`src/rtl/prg_pkg.sv`:
```
// Shared constants for the multi-channel pseudo-random stream generator:
// LFSR feedback masks, combining-mode encoding and the reset-seed rule.
package prg_pkg;

  typedef enum logic [1:0] {
    MODE_XOR   = 2'd0,
    MODE_RAW   = 2'd1,
    MODE_MAJ   = 2'd2,
    MODE_GEFFE = 2'd3
  } prg_mode_e;

  // Maximal-length Galois (right-shift) feedback masks; 0 marks an unsupported width.
  function automatic logic [31:0] lfsr_poly(input int width);
    case (width)
      8:       return 32'h0000_00B8;
      16:      return 32'h0000_B400;
      24:      return 32'h00E1_0000;
      32:      return 32'hA300_0000;
      default: return 32'h0000_0000;
    endcase
  endfunction

  function automatic bit width_legal(input int width);
    return (width == 8) || (width == 16) || (width == 24) || (width == 32);
  endfunction

  // Channel c wakes up holding c+1, so no two channels start identical and none is zero.
  function automatic logic [31:0] reset_seed(input int ch);
    return 32'(ch + 1);
  endfunction

endpackage

```
`src/rtl/prg_stream_gen_if.sv`:
```
// Output word stream of prg_stream_gen.
// A word transfers on every rising edge where out_valid && out_ready; while out_valid is
// high and out_ready low the producer holds out_data stable and never withdraws out_valid.
interface prg_stream_gen_if #(
  parameter int OUT_W = 8
) ();
  logic [OUT_W-1:0] out_data;
  logic             out_valid;
  logic             out_ready;

  modport master (output out_data, output out_valid, input out_ready);
  modport slave  (input out_data, input out_valid, output out_ready);
endinterface

```
`src/rtl/prg_lfsr.sv`:
```
// One Galois LFSR channel: steps right with feedback mask, takes seed loads and
// replaces an all-zero seed with 1 so the register can never lock up.
module prg_lfsr
  import prg_pkg::*;
#(
  parameter int WIDTH = 16,
  parameter int CH    = 0
) (
  input  logic             clk,
  input  logic             rst,
  input  logic             step,
  input  logic             load,
  input  logic [WIDTH-1:0] load_data,
  output logic [WIDTH-1:0] state,
  output logic             out_bit
);

  localparam logic [31:0]      POLY_FULL = lfsr_poly(WIDTH);
  localparam logic [31:0]      SEED_FULL = reset_seed(CH);
  localparam logic [WIDTH-1:0] POLY      = POLY_FULL[WIDTH-1:0];
  localparam logic [WIDTH-1:0] SEED      = SEED_FULL[WIDTH-1:0];

  assign out_bit = state[0];

  always_ff @(posedge clk) begin
    if (rst) begin
      state <= SEED;
    end else if (load) begin
      state <= (load_data == '0) ? WIDTH'(1) : load_data;
    end else if (step) begin
      state <= (state >> 1) ^ (state[0] ? POLY : '0);
    end
  end

endmodule

```
`src/rtl/prg_stream_gen.sv`:
```
// Multi-channel Boolean pseudo-random generator: combines CHANNELS LFSR bits per step,
// packs them LSB-first into OUT_W-bit words and offers each word on a valid/ready stream.
module prg_stream_gen
  import prg_pkg::*;
#(
  parameter int WIDTH    = 16,
  parameter int CHANNELS = 3,
  parameter int OUT_W    = 8
) (
  input  logic                    clk,
  input  logic                    rst,
  input  logic                    run,
  input  logic [1:0]              mode,
  input  logic                    seed_we,
  input  logic [1:0]              seed_ch,
  input  logic [WIDTH-1:0]        seed_data,
  prg_stream_gen_if.master        strm,
  output logic                    zero_fixed
);

  localparam int CW = $clog2(OUT_W);

  if (!width_legal(WIDTH)) begin : g_bad_width
    $error("prg_stream_gen: WIDTH must be 8, 16, 24 or 32");
  end
  if (CHANNELS < 1 || CHANNELS > 4) begin : g_bad_channels
    $error("prg_stream_gen: CHANNELS must be 1..4");
  end
  if (OUT_W < 2 || OUT_W > WIDTH) begin : g_bad_out_w
    $error("prg_stream_gen: OUT_W must be 2..WIDTH");
  end

  logic [CHANNELS-1:0] ch_bits;
  logic [CW-1:0]       count;
  logic [OUT_W-2:0]    pack;
  logic [OUT_W-1:0]    data_q;
  logic                valid_q;
  logic                last;
  logic                stall;
  logic                step;
  logic                seed_hit;
  logic                comb_bit;

  assign last     = (count == CW'(OUT_W - 1));
  assign stall    = last && valid_q && !strm.out_ready;
  assign step     = run && !seed_we && !stall;
  assign seed_hit = seed_we && (int'(seed_ch) < CHANNELS);

  for (genvar c = 0; c < CHANNELS; c++) begin : g_ch
    logic [WIDTH-1:0] st;
    prg_lfsr #(.WIDTH(WIDTH), .CH(c)) u_lfsr (
      .clk       (clk),
      .rst       (rst),
      .step      (step),
      .load      (seed_we && (seed_ch == 2'(c))),
      .load_data (seed_data),
      .state     (st),
      .out_bit   (ch_bits[c])
    );
  end

  // Majority and Geffe need three inputs; narrower builds fall back to XOR.
  always_comb begin
    logic [3:0] bx;
    logic       xor_bit;
    logic       maj_bit;
    logic       geffe_bit;
    bx                 = '0;
    bx[CHANNELS-1:0]   = ch_bits;
    xor_bit            = ^ch_bits;
    maj_bit            = (bx[0] & bx[1]) | (bx[0] & bx[2]) | (bx[1] & bx[2]);
    geffe_bit          = bx[0] ? bx[1] : bx[2];
    comb_bit           = xor_bit;
    case (prg_mode_e'(mode))
      MODE_RAW:   comb_bit = bx[0];
      MODE_MAJ:   comb_bit = (CHANNELS >= 3) ? maj_bit : xor_bit;
      MODE_GEFFE: comb_bit = (CHANNELS >= 3) ? geffe_bit : xor_bit;
      default:    comb_bit = xor_bit;
    endcase
  end

  // A seed write restarts the word so the next word contains only post-seed bits.
  always_ff @(posedge clk) begin
    if (rst) begin
      count <= '0;
    end else if (seed_hit) begin
      count <= '0;
    end else if (step) begin
      count <= last ? '0 : count + CW'(1);
    end
  end

  always_ff @(posedge clk) begin
    if (rst) begin
      pack <= '0;
    end else if (step && !last) begin
      for (int i = 0; i < OUT_W - 1; i++) begin
        if (count == CW'(i)) pack[i] <= comb_bit;
      end
    end
  end

  // A load in the same cycle as a consume keeps valid high, so there is no bubble.
  always_ff @(posedge clk) begin
    if (rst) begin
      data_q  <= '0;
      valid_q <= 1'b0;
    end else if (step && last) begin
      data_q  <= {comb_bit, pack};
      valid_q <= 1'b1;
    end else if (valid_q && strm.out_ready) begin
      valid_q <= 1'b0;
    end
  end

  always_ff @(posedge clk) begin
    if (rst) begin
      zero_fixed <= 1'b0;
    end else begin
      zero_fixed <= seed_hit && (seed_data == '0);
    end
  end

  assign strm.out_data  = data_q;
  assign strm.out_valid = valid_q;

endmodule
```
`src/flat_wrapper.sv`:
```
// flat-port wrapper written by rule: the top's interface ports become plain ports
module prg_stream_gen_flat import prg_pkg::*;
#(
  parameter int WIDTH    = 16,
  parameter int CHANNELS = 3,
  parameter int OUT_W    = 8
)
  (clk, rst, run, mode, seed_we, seed_ch, seed_data, zero_fixed, strm_out_data, strm_out_valid, strm_out_ready);
  prg_stream_gen_if #(.OUT_W(OUT_W)) strm_i ();
  input  logic clk;
  input  logic rst;
  input  logic run;
  input  logic [1:0] mode;
  input  logic seed_we;
  input  logic [1:0] seed_ch;
  input  logic [WIDTH-1:0] seed_data;
  output logic zero_fixed;
  output wire logic [$bits(strm_i.out_data)-1:0] strm_out_data;
  output wire logic [$bits(strm_i.out_valid)-1:0] strm_out_valid;
  input wire logic [$bits(strm_i.out_ready)-1:0] strm_out_ready;
  assign strm_out_data = strm_i.out_data;
  assign strm_out_valid = strm_i.out_valid;
  assign strm_i.out_ready = strm_out_ready;
  prg_stream_gen #(.WIDTH(WIDTH), .CHANNELS(CHANNELS), .OUT_W(OUT_W)) u_core (.clk(clk), .rst(rst), .run(run), .mode(mode), .seed_we(seed_we), .seed_ch(seed_ch), .seed_data(seed_data), .strm(strm_i), .zero_fixed(zero_fixed));
endmodule
```
`config.mk`:
```
export PLATFORM = sky130hd
export DESIGN_NAME = prg_stream_gen_flat
export DESIGN_NICKNAME = d
export VERILOG_FILES = /design/src/rtl/prg_pkg.sv /design/src/rtl/prg_stream_gen_if.sv /design/src/rtl/prg_lfsr.sv /design/src/rtl/prg_stream_gen.sv /design/src/flat_wrapper.sv
export SDC_FILE = /design/constraint.sdc
export NUM_CORES = 1
export LEC_CHECK = 0
export BUFFER_PORTS_ARGS = -buffer_cell sky130_fd_sc_hd__buf_2
export CAP_MARGIN = 30
export CORE_ASPECT_RATIO = 1.1
export CORE_MARGIN = 10
export CORE_UTILIZATION = 54
export CTS_BUF_LIST = sky130_fd_sc_hd__clkbuf_8
export DETAILED_ROUTE_END_ITERATION = 7
export PLACE_DENSITY = 0.83
export SLEW_MARGIN = 20
export SYNTH_ARGS = -nofsm -noshare
export SYNTH_HDL_FRONTEND = slang
export SYNTH_SLANG_ARGS = --single-unit
```
`constraint.sdc`:
```
create_clock -name clk -period 3.3 [get_ports clk]
set_clock_uncertainty 0.05 [all_clocks]
set_input_delay 0.33 -clock clk [delete_from_list [all_inputs] [get_ports clk]]
set_output_delay 0.33 -clock clk [all_outputs]
set_load 0.01 [all_outputs]
```
==> results.sh, run 1 <==
export IMPL_wire_per_inst_um=18.6
export IMPL_die_w_um=96.1
export IMPL_pin_count=35
export IMPL_r2r_setup_slack_ps=1130
export IMPL_ant_nets=0
export IMPL_cp_start_kind="register"
export IMPL_synthesis_area_sq_um=3440
export IMPL_clock_sinks=68
export IMPL_postSynthCellCount=409
export IMPL_setup_violations=0
export IMPL_hpwl_mm=5.92
export IMPL_finalCritPeriodShare_pct=65.9
export IMPL_fillerInstances=556
export IMPL_drc=0
export IMPL_yosys_warnings=0
export IMPL_register_area_sq_um=1360
export IMPL_grt_overflow_total=0
export IMPL_cts_hold_buffers=0
export IMPL_ys_seq_area_share_pct=39.6
export IMPL_cts_setup_buffers=0
export IMPL_die_area_sq_um=9960
export IMPL_num_vias=3239
export IMPL_die_y_um=104
export IMPL_slew_headroom_pct=42.0
export IMPL_syn_area_per_cell_sq_um=8.41
export IMPL_worstPathRequired_ps=3500
export IMPL_routabilityCongestion=0.864
export IMPL_multiInputGateArea_sq_um=1850
export IMPL_dr_pass1_iters=5
export IMPL_antenna_found_initial=0
export IMPL_final_area_sq_um=3740
export IMPL_port_buffers=34
export IMPL_rsz0062_at_grt="false"
export IMPL_startpoint="u_core.count[0]$_SDFFE_PP0P_"
export IMPL_cp_max_fo=49
export IMPL_insertedDiodeCount=0
export IMPL_timing_hold_ws_ps=246
export IMPL_cts_resized_gates=0
export IMPL_grt_pass1_wl_mm=15.3
export IMPL_syn_nets=441
export IMPL_path_clk_slew_ps=80
export IMPL_core_sq_um=6190
export IMPL_powerDensity_nw_per_um2=471
export IMPL_drive_above_1_share_pct=15.8
export IMPL_status="finished, final reports clean"
export IMPL_hp_start="seed_data[2]"
export IMPL_synth_flop_cell="dfxtp_1"
export IMPL_finalHoldViolations=0
export IMPL_hold_path_class="input port to register"
export IMPL_period_needed_ps=2170
export IMPL_critical_path_class="register to register"
export IMPL_wl_mm=9.29
export IMPL_peakVddDrop_mv=0.261
export IMPL_setup_slack_ps=1130
export IMPL_arrival_ps=2370
export IMPL_synth_cell_types=39
export IMPL_worstSkewPairLatency_ps=360
export IMPL_cts_made_buffers=9
export IMPL_drtIter0Drc=504
export IMPL_initial_core_util_pct=55.5
export IMPL_dp_worst_setup_slack_ps=1170
export IMPL_first_global_vias=3080
export IMPL_setup_tns_ps=0
export IMPL_areaGrowthSynthToFinish_pct=8.66
export IMPL_fin_nets=447
export IMPL_cap_violations=0
export IMPL_synth_edff_count=0
export IMPL_rr_startpoint="u_core.count[0]$_SDFFE_PP0P_"
export IMPL_async_flop_share_pct=0
export IMPL_cts_buffer_depth=2
export IMPL_endpoint_kind="register"
export IMPL_final_max_slew_viol_count=0
export IMPL_clock_fmax_mhz=460
export IMPL_placed_area_sq_um=3550
export IMPL_worst_slew_pin_slew_ps=869
export IMPL_viasPerCell=6.49
export IMPL_p_leak_nw=1.35
export IMPL_grt_max_degree=51
export IMPL_root_buffer="clkbuf_8"
export IMPL_ys_ff_latch=68
export IMPL_grtUsageTotal_pct=18.6
export IMPL_htree_levels=3
export IMPL_row_count=30
export IMPL_cts_tree="built"
export IMPL_post_route_util_pct=60.3
[cells in the final DEF (no fill, tap or decap), drive strengths merged]
cell | synthesis | final
nor2b | 4 | 4
nor4b | 1 | 1
fa | 1 | 1
clkbuf | 23 | 9
a21o | 1 | 1
o31a | 3 | 3
o32ai | 9 | 9
a211oi | 2 | 2
a311oi | 42 | 42
and3b | 3 | 3
nor4 | 4 | 4
dfxtp | 68 | 68
a31oi | 4 | 4
nor2 | 39 | 39
a221oi | 1 | 1
ha | 6 | 6
and2 | 4 | 4
nor3b | 1 | 1
or3b | 1 | 1
and3 | 5 | 5
nand3 | 43 | 43
a21oi | 25 | 25
buf | 22 | 40
inv | 7 | 8
nand2 | 3 | 3
clkinv | 0 | 4
nor3 | 13 | 13
nand2b | 9 | 9
a21boi | 1 | 1
a32oi | 2 | 2
xor2 | 9 | 9
or3 | 2 | 2
bufinv | 0 | 1
nand3b | 4 | 4
o21ai | 46 | 46
nand4 | 1 | 1
[final cells by class]
cell class	instances	area share, %
timing repair buffer	40	5.76
tap	80	2.68
sequential	68	36.4
clock buffer	9	3.32
multi-input combinational	289	49.6
clock inverter	6	1.54
inverter	7	0.703
[Yosys cell counts, types with 4 or more instances]
cell | n | area [sq um]
o21ai_0 | 45 | 225
nor2b_1 | 4 | 25.0
and2_1 | 4 | 25.0
nand2b_1 | 9 | 56.3
a31oi_1 | 4 | 25.0
nor3_1 | 13 | 65.1
nand3b_1 | 4 | 30.0
and3_1 | 5 | 31.3
clkbuf_1 | 23 | 86.3
a21oi_1 | 25 | 125
ha_1 | 6 | 75.1
nand3_1 | 43 | 215
xor2_1 | 9 | 78.8
buf_1 | 4 | 15.0
buf_2 | 14 | 70.1
o32ai_1 | 9 | 78.8
nor2_1 | 39 | 146
a311oi_1 | 35 | 307
dfxtp_1 | 68 | 1360
inv_1 | 7 | 26.3
a311oi_2 | 7 | 105
nor4_1 | 4 | 25.0
[logic make-up (layout without fill, tap and decap cells)]
logic type      count (synthesis)  after routing  synth area share, %
compound gates                136            136                 27.7
xor+xnor                        9              9                 2.29
fa+ha+maj                       7              7                 2.77
buf+inv                        52             62                 6.84
flops                          68             68                 39.6
simple gates                  137            137                 20.8
[state kept, by name, summed over array words and instances (netlist names)]
register	cells
u_core.count	3
u_core.g_ch.u_lfsr.state	48
u_core.pack	7
u_core.zero_fixed	1
u_core.strm.out_data	8
u_core.strm.out_valid	1
[path summary, 6_finish.rpt]
path / to / cells past startpoint
worst max-delay path: u_core.g_ch[2].u_lfsr.state[4]$_SDFFE_PP0P_ / 6
worst min-delay path: u_core.g_ch[1].u_lfsr.state[2]$_SDFFE_PP0P_ / 3
worst max register to register: u_core.g_ch[2].u_lfsr.state[4]$_SDFFE_PP0P_ / 6
worst min register to register: u_core.strm.out_data[6]$_SDFFE_PP0P_ / 2
[metal layers]
layer / global-route usage [%] / part of all wire (%) / wire, um / up-vias
met5: 0 / 0 / 0 / -
met4: 7.70 / 2.2 / 208 / 0
met3: 4.91 / 7.5 / 694 / 19
met2: 28.3 / 48 / 4420 / 119
met1: 23.9 / 43 / 3970 / 1567
li1: - / - / - / 1534
[stage by stage]
stage	power, mW	instances
after floorplan	1.05	409
after global placement	1.10	484
after detailed placement	1.11	484
after CTS	1.76	499
after global routing	1.82	499
final	1.76	499
[worst max-delay path, cell delays in order, from the launching register on]
cell and delay [ps]:
dfxtp_1 400, ha_1 210, ha_1 320, and3b_1 210, buf_4 400, o21ai_0 150
a311oi_1 320
[power by group]
group | switching, mW | leakage, nW | total (mW) | internal, mW
logic | 0.124 | 0.694 | 0.203 | 0.0784
clock network | 0.324 | 0.100 | 0.664 | 0.339
registers | 0.0306 | 0.556 | 0.894 | 0.863
Power figures use the tool's default switching activity.
==> run 2: changes to the inputs <==
- clock period: 3.3 -> 2.2 ns (I/O delays scaled with it)
==> results.sh, run 2 (synthesized netlist as in run 1, its figures left out) <==
export IMPL_p_leak_nw=1.44
export IMPL_dr_pass1_iters=5
export IMPL_final_max_slew_viol_count=0
export IMPL_period_needed_ps=1970
export IMPL_arrival_ps=2170
export IMPL_endpoint_kind="register"
export IMPL_root_buffer="clkbuf_8"
export IMPL_cts_setup_buffers=0
export IMPL_worst_slew_pin_slew_ps=772
export IMPL_cts_made_buffers=9
export IMPL_port_buffers=34
export IMPL_pin_count=35
export IMPL_cp_max_fo=28
export IMPL_finalCritPeriodShare_pct=89.4
export IMPL_fin_nets=458
export IMPL_grt_max_degree=51
export IMPL_cts_hold_buffers=0
export IMPL_antenna_found_initial=0
export IMPL_powerDensity_nw_per_um2=753
export IMPL_initial_core_util_pct=55.5
export IMPL_worst_path_most_repeated_cell="ha_1"
export IMPL_cp_start_kind="register"
export IMPL_first_global_vias=3210
export IMPL_grt_overflow_total=0
export IMPL_die_w_um=96.1
export IMPL_hold_path_class="input port to register"
export IMPL_drc=0
export IMPL_core_sq_um=6190
export IMPL_die_area_sq_um=9960
export IMPL_holdPathStages=3
export IMPL_worstRegToRegCells=6
export IMPL_cap_violations=0
export IMPL_insertedDiodeCount=0
export IMPL_peakVddDrop_mv=0.432
export IMPL_top_register="u_core.g_ch.u_lfsr.state"
export IMPL_areaGrowthSynthToFinish_pct=13.7
export IMPL_slew_headroom_pct=48.5
export IMPL_wire_per_inst_um=17.9
export IMPL_drive_above_1_share_pct=17.9
export IMPL_wl_mm=9.13
export IMPL_htree_levels=3
export IMPL_clock_sinks=68
export IMPL_setup_tns_ps=0
export IMPL_mostFrequentLayoutCells="dfxtp_1 (68), o21ai_0 (45), nand3_1 (43)"
export IMPL_largest_reg_flops=48
export IMPL_viasPerCell=6.51
export IMPL_rsz0062_at_grt="false"
export IMPL_p_total_mw=2.95
export IMPL_path_clk_slew_ps=70
export IMPL_die_y_um=104
export IMPL_grtUsageTotal_pct=18.8
export IMPL_ant_nets=0
export IMPL_routabilityCongestion=0.864
export IMPL_grt_pass1_wl_mm=15.6
export IMPL_final_common_cell="dfxtp_1"
export IMPL_hpwl_mm=6.12
export IMPL_status="finished, final reports clean"
export IMPL_cts_tree="built"
export IMPL_cts_buffer_depth=2
export IMPL_cts_resized_gates=0
export IMPL_drtIter0Drc=391
export IMPL_critical_path_class="register to register"
export IMPL_max_stage_delay_ps=400
export IMPL_clock_fmax_mhz=508
export IMPL_crit_slowest_cell="dfxtp_1"
export IMPL_finalHoldViolations=0
export IMPL_num_vias=3328
export IMPL_setup_violations=0
export IMPL_worstPathRequired_ps=2400
export IMPL_worstSkewPairLatency_ps=350
export IMPL_cp_cell_sequence="ha_1, ha_1, and3b_1, buf_4, o21ai_0, a32oi_1"
export IMPL_row_count=30
-- run 2: per-layer routing --
layer / share of wire (%) / global-route usage [%] / vias up
li1: - / - / 1559
met1: 42 / 24.2 / 1591
met2: 47 / 29.0 / 155
met3: 8.6 / 4.98 / 23
met4: 2.0 / 6.96 / 0
met5: 0 / 0 / -
-- run 2: final timing paths --
path	slack, ps	from	endpoint
setup / recovery	230	u_core.count[0]$_SDFFE_PP0P_	u_core.g_ch[2].u_lfsr.state[0]$_SDFFE_PP1P_
hold reg to reg	430	u_core.pack[2]$_SDFFE_PP0P_	u_core.strm.out_data[2]$_SDFFE_PP0P_
setup reg to reg	230	u_core.count[0]$_SDFFE_PP0P_	u_core.g_ch[2].u_lfsr.state[0]$_SDFFE_PP1P_
hold / removal	150	seed_data[8]	u_core.g_ch[2].u_lfsr.state[8]$_SDFFE_PP0P_
-- run 2: stage by stage --
stage | setup slack, ps | utilization (%) | std cells | cell area, sq um | hold WS (ps)
floorplan | 300 | - | 409 | 3440 | 351
global placement | 344 | 59.1 | 495 | 3660 | 406
detailed placement | 270 | 59.1 | 495 | 3660 | 415
CTS | 239 | 63.1 | 511 | 3910 | 128
global route | 36.2 | 63.1 | 511 | 3910 | 139
finish | 233 | 63.1 | 511 | 3910 | 145
-- run 2: layout make-up --
| class | count | area, sq um |
|---|---|---|
| well taps | 80 | 100 |
| multi-input cells | 289 | 1850 |
| inverters | 7 | 26.3 |
| fillers | 556 | 2280 |
| clock buffers | 11 | 151 |
| repair buffers | 51 | 323 |
| clock inverters | 5 | 98.8 |
| flip-flops and latches | 68 | 1360 |
-- run 2: power by group --
part	internal (mW)	switching [mW]	total (mW)
logic	0.133	0.203	0.336
clock network	0.809	0.473	1.28
registers	1.30	0.0327	1.33
-- run 2: critical path, delay by kind of cell (launching register included) --
family	cells	cell delay, ps
buffers and inverters	1	290
adder cells (fa/ha/maj)	2	480
AO/OA/AOI/OAI	2	400
AND/OR/NAND/NOR	1	240
flip-flops	1	400
